File: src/rtl/sync_arith_stim_gen.sv
// sync_arith_stim_gen: LFSR-driven operand generator and dual-ALU result checker (BIST initiator).
// Ports:
//   i_clk, i_reset            clock, synchronous active-high reset
//   i_start, i_hold           run start pulse (IDLE/DONE only), issue stall (RUN only)
//   o_arg_A, o_arg_B, o_op    operands/opcode to both ALUs, o_valid marks a new vector
//   i_result_*, i_status_*    model and gate-level ALU outputs to compare
//   o_test_cnt, o_err_cnt     compared / mismatching vector counts (saturating)
//   o_busy, o_done, o_pass    RUN|DRAIN, DONE, DONE with no errors
//   o_first_err_idx           first mismatching vector index, built only with STIM_ERR_LOG_EN
module sync_arith_stim_gen #(
    parameter int          BITS    = 32,
    parameter int          N_TESTS = 80,
    parameter int          LATENCY = 1,
    parameter logic [31:0] SEED_A  = 32'h0000_0001,
    parameter logic [31:0] SEED_B  = 32'h0000_0002
) (
    input  logic            i_clk,
    input  logic            i_reset,
    input  logic            i_start,
    input  logic            i_hold,
    output logic [BITS-1:0] o_arg_A,
    output logic [BITS-1:0] o_arg_B,
    output logic [1:0]      o_op,
    output logic            o_valid,
    input  logic [BITS-1:0] i_result_model,
    input  logic [BITS-1:0] i_result_gates,
    input  logic [3:0]      i_status_model,
    input  logic [3:0]      i_status_gates,
    output logic [15:0]     o_test_cnt,
    output logic [15:0]     o_err_cnt,
    output logic            o_busy,
    output logic            o_done,
    output logic            o_pass,
    output logic [15:0]     o_first_err_idx
);
    localparam logic [1:0]  S_IDLE  = 2'd0;
    localparam logic [1:0]  S_RUN   = 2'd1;
    localparam logic [1:0]  S_DRAIN = 2'd2;
    localparam logic [1:0]  S_DONE  = 2'd3;
    localparam logic [31:0] TAPS    = 32'h8020_0003;
    logic [1:0]         r_state;
    logic [31:0]        r_lfsr_a;
    logic [31:0]        r_lfsr_b;
    logic [15:0]        r_issue_cnt;
    logic [15:0]        r_test_cnt;
    logic [15:0]        r_err_cnt;
    logic [BITS-1:0]    r_arg_a;
    logic [BITS-1:0]    r_arg_b;
    logic [1:0]         r_op;
    // Stage 0 is o_valid itself, so the last stage lines up with the ALU result edge.
    logic [LATENCY-1:0] r_vpipe;
    logic               w_start;
    logic               w_issue;
    logic               w_cmp;
    logic               w_mismatch;

    function automatic logic [31:0] lfsr_step(input logic [31:0] l);
        return (l >> 1) ^ (l[0] ? TAPS : 32'h0);
    endfunction

    assign w_start    = i_start && (r_state == S_IDLE || r_state == S_DONE);
    assign w_issue    = r_state == S_RUN && !i_hold && r_issue_cnt != 16'(N_TESTS);
    assign w_cmp      = r_vpipe[LATENCY-1];
    // Case inequality so X/Z from either ALU is flagged in simulation.
    assign w_mismatch = (i_result_model !== i_result_gates) || (i_status_model !== i_status_gates);

    always_ff @(posedge i_clk) begin
        if (i_reset) begin
            r_state     <= S_IDLE;
            r_lfsr_a    <= SEED_A;
            r_lfsr_b    <= SEED_B;
            r_issue_cnt <= '0;
            r_test_cnt  <= '0;
            r_err_cnt   <= '0;
            r_arg_a     <= '0;
            r_arg_b     <= '0;
            r_op        <= '0;
            r_vpipe     <= '0;
        end else if (w_start) begin
            r_state     <= S_RUN;
            r_lfsr_a    <= SEED_A;
            r_lfsr_b    <= SEED_B;
            r_issue_cnt <= '0;
            r_test_cnt  <= '0;
            r_err_cnt   <= '0;
            r_vpipe     <= '0;
        end else begin
            r_vpipe <= (r_vpipe << 1) | LATENCY'(w_issue);
            if (w_issue) begin
                r_arg_a     <= r_lfsr_a[BITS-1:0];
                r_arg_b     <= r_lfsr_b[BITS-1:0];
                r_op        <= r_lfsr_a[1:0] ^ r_lfsr_b[1:0];
                r_lfsr_a    <= lfsr_step(r_lfsr_a);
                r_lfsr_b    <= lfsr_step(r_lfsr_b);
                r_issue_cnt <= r_issue_cnt + 16'd1;
            end
            if (w_cmp && r_test_cnt != 16'hFFFF)
                r_test_cnt <= r_test_cnt + 16'd1;
            if (w_cmp && w_mismatch && r_err_cnt != 16'hFFFF)
                r_err_cnt <= r_err_cnt + 16'd1;
            if (r_state == S_RUN && r_issue_cnt == 16'(N_TESTS))
                r_state <= S_DRAIN;
            else if (r_state == S_DRAIN && r_vpipe == '0)
                r_state <= S_DONE;
        end
    end

`ifdef STIM_ERR_LOG_EN
    logic [15:0] r_first_err;
    // The error counter saturates rather than wraps, so zero means no mismatch yet this run.
    always_ff @(posedge i_clk) begin
        if (i_reset || w_start)
            r_first_err <= '0;
        else if (w_cmp && w_mismatch && r_err_cnt == 16'd0)
            r_first_err <= r_test_cnt;
    end
    assign o_first_err_idx = r_first_err;
`else
    assign o_first_err_idx = 16'd0;
`endif

    assign o_arg_A    = r_arg_a;
    assign o_arg_B    = r_arg_b;
    assign o_op       = r_op;
    assign o_valid    = r_vpipe[0];
    assign o_test_cnt = r_test_cnt;
    assign o_err_cnt  = r_err_cnt;
    assign o_busy     = r_state == S_RUN || r_state == S_DRAIN;
    assign o_done     = r_state == S_DONE;
    assign o_pass     = o_done && r_err_cnt == 16'd0;
endmodule

File: config.mk
export PLATFORM = sky130hd
export DESIGN_NAME = sync_arith_stim_gen
export DESIGN_NICKNAME = d
export VERILOG_FILES = /design/src/rtl/sync_arith_stim_gen.sv
export SDC_FILE = /design/constraint.sdc
export NUM_CORES = 1
export LEC_CHECK = 0
export CORE_ASPECT_RATIO = 0.7
export CORE_MARGIN = 10
export CORE_UTILIZATION = 45
export DETAILED_ROUTE_END_ITERATION = 7
export GPL_TIMING_DRIVEN = 0
export HOLD_SLACK_MARGIN = 0.12
export PLACE_DENSITY = 0.77
export SYNTH_ARGS = -nofsm -noshare
export SYNTH_HDL_FRONTEND = slang
export SYNTH_SLANG_ARGS = --single-unit
File: constraint.sdc
create_clock -name i_clk -period 6.1 [get_ports i_clk]
set_clock_uncertainty 0.1 [all_clocks]
set_input_delay 1.22 -clock i_clk [delete_from_list [all_inputs] [get_ports i_clk]]
set_output_delay 1.22 -clock i_clk [all_outputs]
set_load 0.05 [all_outputs]
# Word level (Yosys, flattened, before mapping)
# Index checks and enable logic that the tools add are counted.
[op_classes]
n_reduce_logical = 19
n_eq_ne = 9
bitwise = 5
n_addsub = 3
n_mux = 5
[op_table]
columns = ["operator", "count"]
rows = [
  ["two-way mux 32 bit", 2],
  ["bitwise XOR 31 x 32 -> 32 bit", 2],
  ["adder 16 x 1 -> 16 bit, second input constant", 3],
  ["inequality test 16 bit, second input constant", 2],
  ["case inequality test 32 bit", 1],
  ["equality test 16 x 7 -> 1 bit, second input constant", 1],
  ["logical NOT 16 bit", 1],
  ["inequality test 16 x 7 -> 1 bit, second input constant", 1],
  ["logical AND 1 bit", 9],
  ["equality test 2 bit, second input constant", 2],
  ["two-way mux 2 bit", 2],
  ["case inequality test 4 bit", 1],
  ["logical OR 1 bit", 3],
  ["nonzero test 3 bit", 1],
  ["equality test 2 x 1 -> 1 bit, second input constant", 1],
  ["logical NOT 2 bit", 1],
  ["inverter 1 bit", 2],
  ["AND reduction 2 bit", 1],
  ["nonzero test 2 bit", 1],
  ["OR reduction 2 bit", 1],
  ["bitwise XOR 2 bit", 1],
  ["logical NOT 1 bit", 1],
  ["two-way mux 1 bit", 1],
]
[word_totals]
inputBits = 76
reg_bits = 181
out_inout_bits = 118
word_cells = 52

# Longest topological paths before layout
[depth]
word_depth = 5
ltp_mapped = 11
depth_no_buf = 8

# Worst setup path before layout
# No wires, ideal clock.
[synth_path]
path_type = "reg2out"
startpoint = "register r_state[0]"
endpoint = "output port o_pass"
n_path_buf = 0
arrival_time_ps = 1590
path_slack_ps = 3190
t_required_ps = 4780
stages_incl_launch_ff = 4
path_cell_list = "dfxtp_1 -> ha_1 -> nor4b_1 -> and4_1"
[synth_between]
elab_chain_len = 2
[synth_rtl]
columns = ["item", "line_no", "source"]
rows = [
  ["start, declared", "41", "logic [1:0] r_state;"],
  ["start signal, assigned", "69", "r_state <= S_IDLE;"],
  ["start signal, assigned", "80", "r_state <= S_RUN;"],
  ["start signal, assigned", "102", "r_state <= S_DRAIN;"],
  ["equality test 2 bit", "129", "assign o_done = r_state == S_DONE;"],
  ["named net o_done", "32", "output logic o_done,"],
  ["logical AND 1 bit", "130", "assign o_pass = o_done && r_err_cnt == 16'd0;"],
  ["end, declared", "33", "output logic o_pass,"],
]
# The timed path passes the listed nets, and every way through them passes these cells.

# Final worst setup path
[layout_path]
startpoint = "register r_state[1]"
endpoint = "output port o_pass"
[layout_between]
elab_chain_len = 2
[layout_rtl]
columns = ["item", "line_no"]
rows = [
  ["equality test 2 bit", "129"],
  ["logical AND 1 bit", "130"],
]
# No other way between the ends.

==> impl_metrics.prom <==
# TYPE chip_impl_metric gauge
chip_impl_info{name="dominant_combinational_cell_family_by_area_after_synthesis",value="simple AND/OR/NAND/NOR gates"} 1
chip_impl_metric{name="number_of_antenna_violations_at_the_first_check_in_global_routing",unit=""} 1
chip_impl_metric{name="dp_cells",unit=""} 1347
chip_impl_metric{name="achievable-frequency",unit="MHz"} 271
chip_impl_info{name="path_class",value="reg -> out"} 1
chip_impl_metric{name="worst_vdd_drop",unit="V"} 0.000221
chip_impl_metric{name="numClockSinks",unit=""} 181
chip_impl_metric{name="synth-edff-count",unit=""} 0
chip_impl_metric{name="clk_pin_slew",unit="ns"} 0.07
chip_impl_info{name="cts_tree",value="done"} 1
chip_impl_metric{name="slew_at_the_pin_closest_to_its_max_slew_limit",unit="ns"} 0.831
chip_impl_metric{name="synth_cell_type_count",unit=""} 44
chip_impl_metric{name="drcViolationCount",unit=""} 0
chip_impl_metric{name="cts_hold_buffers",unit=""} 0
chip_impl_metric{name="slew-limit-headroom",unit=""} 0.446
chip_impl_metric{name="final_worst_path_cycle_share",unit=""} 0.606
chip_impl_info{name="setup_repair_after_global_routing_missed_its_margin",value="false"} 1
chip_impl_info{name="crit_path_start_kind",value="register"} 1
chip_impl_metric{name="critical_path_required",unit="ns"} 4.78
chip_impl_metric{name="final_cells",unit=""} 1380
chip_impl_metric{name="vias",unit=""} 6901
chip_impl_metric{name="detailedRoute.firstIterationViolations",unit=""} 483
chip_impl_metric{name="grt.overflow.total",unit=""} 0
chip_impl_metric{name="pre_cts_slack",unit="ns"} 2.46
chip_impl_metric{name="wl_per_cell",unit="um"} 15.5
chip_impl_metric{name="min_path_cells",unit=""} 2
chip_impl_info{name="run_status",value="finished, final reports clean"} 1
chip_impl_metric{name="die_area",unit="um2"} 22400
chip_impl_info{name="synth_ff_type",value="dfxtp_1"} 1
chip_impl_info{name="clock-root-buffer",value="clkbuf_16"} 1
chip_impl_metric{name="vertical_die_dimension",unit="um"} 128
chip_impl_metric{name="post_synth_inst_count",unit=""} 931
chip_impl_metric{name="arrival_worst_endpoint",unit="ns"} 2.38
chip_impl_metric{name="synth_simple_gate_area_share",unit=""} 0.240
chip_impl_metric{name="final_antenna_net_count",unit=""} 0
chip_impl_metric{name="grt_util_all_layers",unit=""} 0.186
chip_impl_metric{name="timing.max_cap.violations",unit=""} 0
chip_impl_metric{name="dpl_cell_area",unit="um2"} 9640
chip_impl_metric{name="placeable_core_region",unit="um2"} 16400
chip_impl_metric{name="finalHoldViolCount",unit=""} 0
chip_impl_metric{name="place.detailed.hpwl",unit="mm"} 16.2
chip_impl_metric{name="htree_num_levels",unit=""} 4
chip_impl_metric{name="final_net_count",unit=""} 1225
chip_impl_metric{name="syn_area_per_cell",unit="um2"} 8.10
chip_impl_metric{name="grt_pass1_vias",unit=""} 6546
chip_impl_metric{name="cts_buffers",unit=""} 17
chip_impl_metric{name="postSynthRegisterBits",unit=""} 181
chip_impl_metric{name="yosysWarningCount",unit=""} 0
chip_impl_metric{name="ctsLongestPathBuffers",unit=""} 2
chip_impl_metric{name="dr.pass1.iters",unit=""} 4
chip_impl_metric{name="complex_gate_fraction_of_the_synthesized_area",unit=""} 0.127
chip_impl_info{name="timing.hold.worst.class",value="reg -> reg"} 1
chip_impl_metric{name="clk-insertion-delay-late",unit="ns"} 0.43
chip_impl_metric{name="finalWorstPathRequiredPeriod",unit="ns"} 3.70
chip_impl_metric{name="xor_and_xnor_area_share_after_synthesis",unit=""} 0.0824
chip_impl_metric{name="setup_total_negative_slack",unit="ns"} 0
chip_impl_info{name="worst_setup_path_end_kind",value="output port"} 1
chip_impl_metric{name="maximum_number_of_pins_on_one_net_before_global_route_repair",unit=""} 20
chip_impl_metric{name="synth_fa_ha_area_frac",unit=""} 0.0133
chip_impl_metric{name="power.density_cell_area",unit="nW/um2"} 242
chip_impl_metric{name="final_cell_area",unit="um2"} 10200
chip_impl_metric{name="layout-drive-gt1-share",unit=""} 0.0667
chip_impl_metric{name="post-cts-setup-buffer-count",unit=""} 0
chip_impl_metric{name="number_of_max_slew_violations_in_the_final_report",unit=""} 0
chip_impl_metric{name="placement_rows",unit=""} 39
chip_impl_metric{name="ff2ff_path_depth",unit=""} 7
chip_impl_metric{name="avgViaCountPerCell",unit=""} 5.00
chip_impl_metric{name="setup_viol",unit=""} 0
chip_impl_metric{name="post_cts.resized_instances",unit=""} 0
chip_impl_metric{name="flow.area_growth_from_synthesis",unit="%"} 35.6
chip_impl_metric{name="synth.mux.area_fraction",unit=""} 0.00133
chip_impl_metric{name="pin_count",unit=""} 194
chip_impl_metric{name="routed_wl",unit="mm"} 21.4
chip_impl_metric{name="die_w",unit="um"} 175
chip_impl_metric{name="synthesis.area",unit="um2"} 7540
chip_impl_metric{name="final.setup.worst_slack",unit="ns"} 2.40
chip_impl_metric{name="worstPathMaxFanout",unit=""} 4
chip_impl_metric{name="synth-seq-area-share",unit=""} 0.480
chip_impl_metric{name="grt_first_pass_wirelength",unit="mm"} 34.4
chip_impl_metric{name="floorplan.initialDensity",unit=""} 0.460
chip_impl_metric{name="setup.reg_to_reg.worst_slack",unit="ns"} 3.59
chip_impl_metric{name="ys_async_sr_fraction",unit=""} 0
chip_impl_metric{name="leakage",unit="nW"} 3.46
chip_impl_metric{name="finalWeightedCongestion",unit=""} 0.837
chip_impl_metric{name="buffer_ports.inserted",unit=""} 176
registers in the layout (all words and copies together) (netlist names):
register	count
o_test_cnt	16
o_err_cnt	16
o_arg_A	32
r_issue_cnt	16
o_arg_B	32
o_op	2
r_lfsr_a	32
r_state	2
r_lfsr_b	32
o_valid	1
stage by stage:
| stage | hold slack, ns | utilization | power [W] |
|---|---|---|---|
| global placement | 0.343 | 0.588 | 0.00143 |
| global route | 0.373 | 0.624 | 0.00257 |
| detailed placement | 0.345 | 0.588 | 0.00143 |
| finish | 0.353 | 0.624 | 0.00248 |
| floorplan | 0.345 | - | 0.00134 |
| CTS | 0.356 | 0.624 | 0.00249 |
kinds of logic (layout without fill, tap and decap cells):
| kind of cell | after synthesis | count (layout) |
|---|---|---|
| AND/OR/NAND/NOR | 412 | 412 |
| flip-flops | 181 | 181 |
| AO/OA/AOI/OAI | 174 | 174 |
| buffers and inverters | 83 | 291 |
| XOR/XNOR | 71 | 71 |
| adder cells (fa/ha/maj) | 8 | 8 |
| other | 1 | 17 |
| multiplexers | 1 | 1 |
cell usage in the layout, fill, tap and decap left out, drive strengths merged, types with 2 or more instances in the layout:
cell type and n:
a211oi 5, a21oi 140, a31oi 5, a41o 4
and3 12, and4 8, buf 42, clkbuf 49
clkdlybuf4s50 176, clkinv 5, conb 16, dfxtp 181
ha 8, inv 18, nand2 273, nand2b 3
nand3 15, nand4 24, nor2 47, nor3 5
nor4 6, nor4b 2, o21ai 9, o31ai 4
or3 8, or4 5, xnor2 46, xor2 25
power breakdown:
part	switching, W	internal [W]
clock network	0.000525	0.000550
logic	0.000126	0.0000881
registers	0.00000468	0.00119
routing by layer:
layer | track usage | part of all wire
met1 | 0.248 | 0.47
met2 | 0.292 | 0.46
met3 | 0.0506 | 0.058
met4 | 0.0497 | 0.014
met5 | 0 | 0
synthesized netlist by cell type, types with 2 or more instances:
cell	number	share of area
a211oi_1	5	0.0050
a21oi_1	139	0.092
a31oi_1	5	0.0041
a41o_1	4	0.0053
and3_1	12	0.010
and4_1	8	0.0093
buf_1	3	0.0015
buf_2	16	0.011
buf_4	23	0.023
clkbuf_1	31	0.015
dfxtp_1	181	0.48
ha_1	8	0.013
inv_1	10	0.0050
nand2_1	272	0.14
nand2b_1	3	0.0025
nand3_1	15	0.010
nand4_1	24	0.020
nor2_1	47	0.023
nor3_1	5	0.0033
nor4_1	3	0.0025
nor4_2	3	0.0050
nor4b_1	2	0.0023
o21ai_0	6	0.0040
o21ai_1	3	0.0020
o31ai_1	4	0.0040
or3_1	8	0.0066
or4_1	5	0.0050
xnor2_1	46	0.053
xor2_1	25	0.029
critical path, cell delays in order, from the launching register on:
cell and delay, ns:
dfxtp_1 0.40, ha_1 0.29, nor4b_1 0.23, and4_1 0.21, clkdlybuf4s50_1 0.82
path summary, 6_finish.rpt:
check,endpoint,startpoint
worst min-delay path,o_arg_A[29]$_SDFFE_PP0P_,o_arg_A[29]$_SDFFE_PP0P_
worst max-delay path,o_pass,r_state[1]$_SDFFE_PP0P_
worst min register to register,o_arg_A[29]$_SDFFE_PP0P_,o_arg_A[29]$_SDFFE_PP0P_
worst max register to register,o_test_cnt[15]$_SDFFE_PP0P_,r_state[0]$_SDFFE_PP0P_
area by class of cell:
cell class	count	area, um2
repair buffers	176	1760
diodes	1	2.50
flip-flops and latches	181	3620
plain buffers	73	380
well taps	225	282
multi-input cells	682	3560
clock inverters	14	154
fillers	1493	6170
inverters	10	37.5
clock buffers	18	429
(Power assumes the default switching activity.)
==> RTL change (same flow settings) <==
Set the parameter `BITS` to 16 (it was 32).
--- a/src/rtl/sync_arith_stim_gen.sv
+++ b/src/rtl/sync_arith_stim_gen.sv
@@ -10,3 +10,3 @@
 module sync_arith_stim_gen #(
-    parameter int          BITS    = 32,
+    parameter int          BITS    = 16,
     parameter int          N_TESTS = 80,
Ports: changed (resized i_result_gates, i_result_model, o_arg_A and o_arg_B); port bits go from 194 to 130. No check against the original RTL was run, so the function may have changed too.
==> RTL change against the original RTL <==
- register-to-register slack worse by 260 ps
- power decreased by 13%
- setup slack got worse by 32 ps
- routed wire length decreased by 26%
- sequential cell count shrank 32
- maximum frequency decreased by 0.85%
- count of clock-buffer cells in the layout is 1 higher
- synthesized area decreased by 17%
- final area fell by 20%
- sequential share of layout area grew 0.85 points
- first-iteration DRC count shrank 4.3%
- critical endpoint unchanged
- largest cell class unchanged
==> RTL change: results (changes against the original RTL) <==
| Metric | Value |
|---|---|
| Slew HR | 40.1% (-4.4 points) |
| Post-Place Setup Slack | 2400 ps (-68.6 ps) |
| Via count | 5565 (-19%) |
| Worst reg2reg setup slack | 3330 ps (-260 ps) |
| Run status | complete, no violations |
| GRT Total Usage | 16.4% (-2.2 points) |
| Leakage power | 2.80 nW (-19%) |
| Signal buffers share of area | 17.4% (-3.5 points) |
| Register area share after synthesis | 47.9% (-0.13 points) |
| Synth Area in Adders | 1.61% (+0.28 points) |
| Sequential cell area | 0.00298 mm2 (-18%) |
| Port bufs | 113 (-36%) |
| CP arrival | 2410 ps (+30 ps) |
| Commonest cells post-synth | nand2_1, dfxtp_1, a21oi_1 |
| R2R depth | 8 (+1) |
| Synth top area cells | dfxtp_1, nand2_1, a21oi_1 |
| Capture point of the worst reg-to-reg path | r_issue_cnt[0] |
| Multiplexer area fraction after synthesis | 0.321% (+0.19 points) |
| First-pass GRT wire length | 26300 um (-24%) |
| Final WL | 15900 um (-26%) |
| Non-Clock Buffer Count | 171 (-31%) |
| Largest net degree at the start of global routing | 17 (-15%) |
| Fill cell count | 1173 (-21%) |
| Hpwl dp | 11400 um (-29%) |
| Hold Startpoint | r_lfsr_a[16] |
| Fmax | 0.268 GHz (-0.85%) |
| Multi-input logic area | 0.00296 mm2 (-17%) |
| Inverters | 12 (+2) |
| Clock-cell share | 7.01% (+1.3 points) |
| Post-synthesis compound-gate area fraction | 13.3% (+0.57 points) |
| Final #Nets | 968 (-21%) |
==> RTL change: layer usage <==
metal	track usage, %	vias up	part of all wire, %
met1	22.1	2556	47
met5	0	-	0
met3	5.89	13	7.4
met2	24.2	151	44
met4	4.52	0	0.89
li1	-	2845	-
==> RTL change: through the flow <==
stage               util (%)  area [um2]  hold WS [ps]
floorplan                  -        6280           332
global placement        57.2        7650           337
detailed placement      57.2        7650           344
CTS                     61.6        8220           353
global route            61.6        8220           369
finish                  61.6        8220           349
==> RTL change: where the power goes <==
part / switching, mW / internal, mW / total, mW
sequential: 0.00373 / 0.978 / 0.982
clock: 0.429 / 0.587 / 1.02
combinational: 0.103 / 0.0570 / 0.160
total: 0.536 / 1.62 / 2.16
==> RTL change: logic make-up after synthesis <==
| family | count (synthesis) |
|---|---|
| multiplexers | 2 |
| AO/OA/AOI/OAI | 147 |
| flip-flops | 149 |
| XOR/XNOR | 54 |
| other | 1 |
| buffers and inverters | 70 |
| AND/OR/NAND/NOR | 338 |
| adder cells (fa/ha/maj) | 8 |
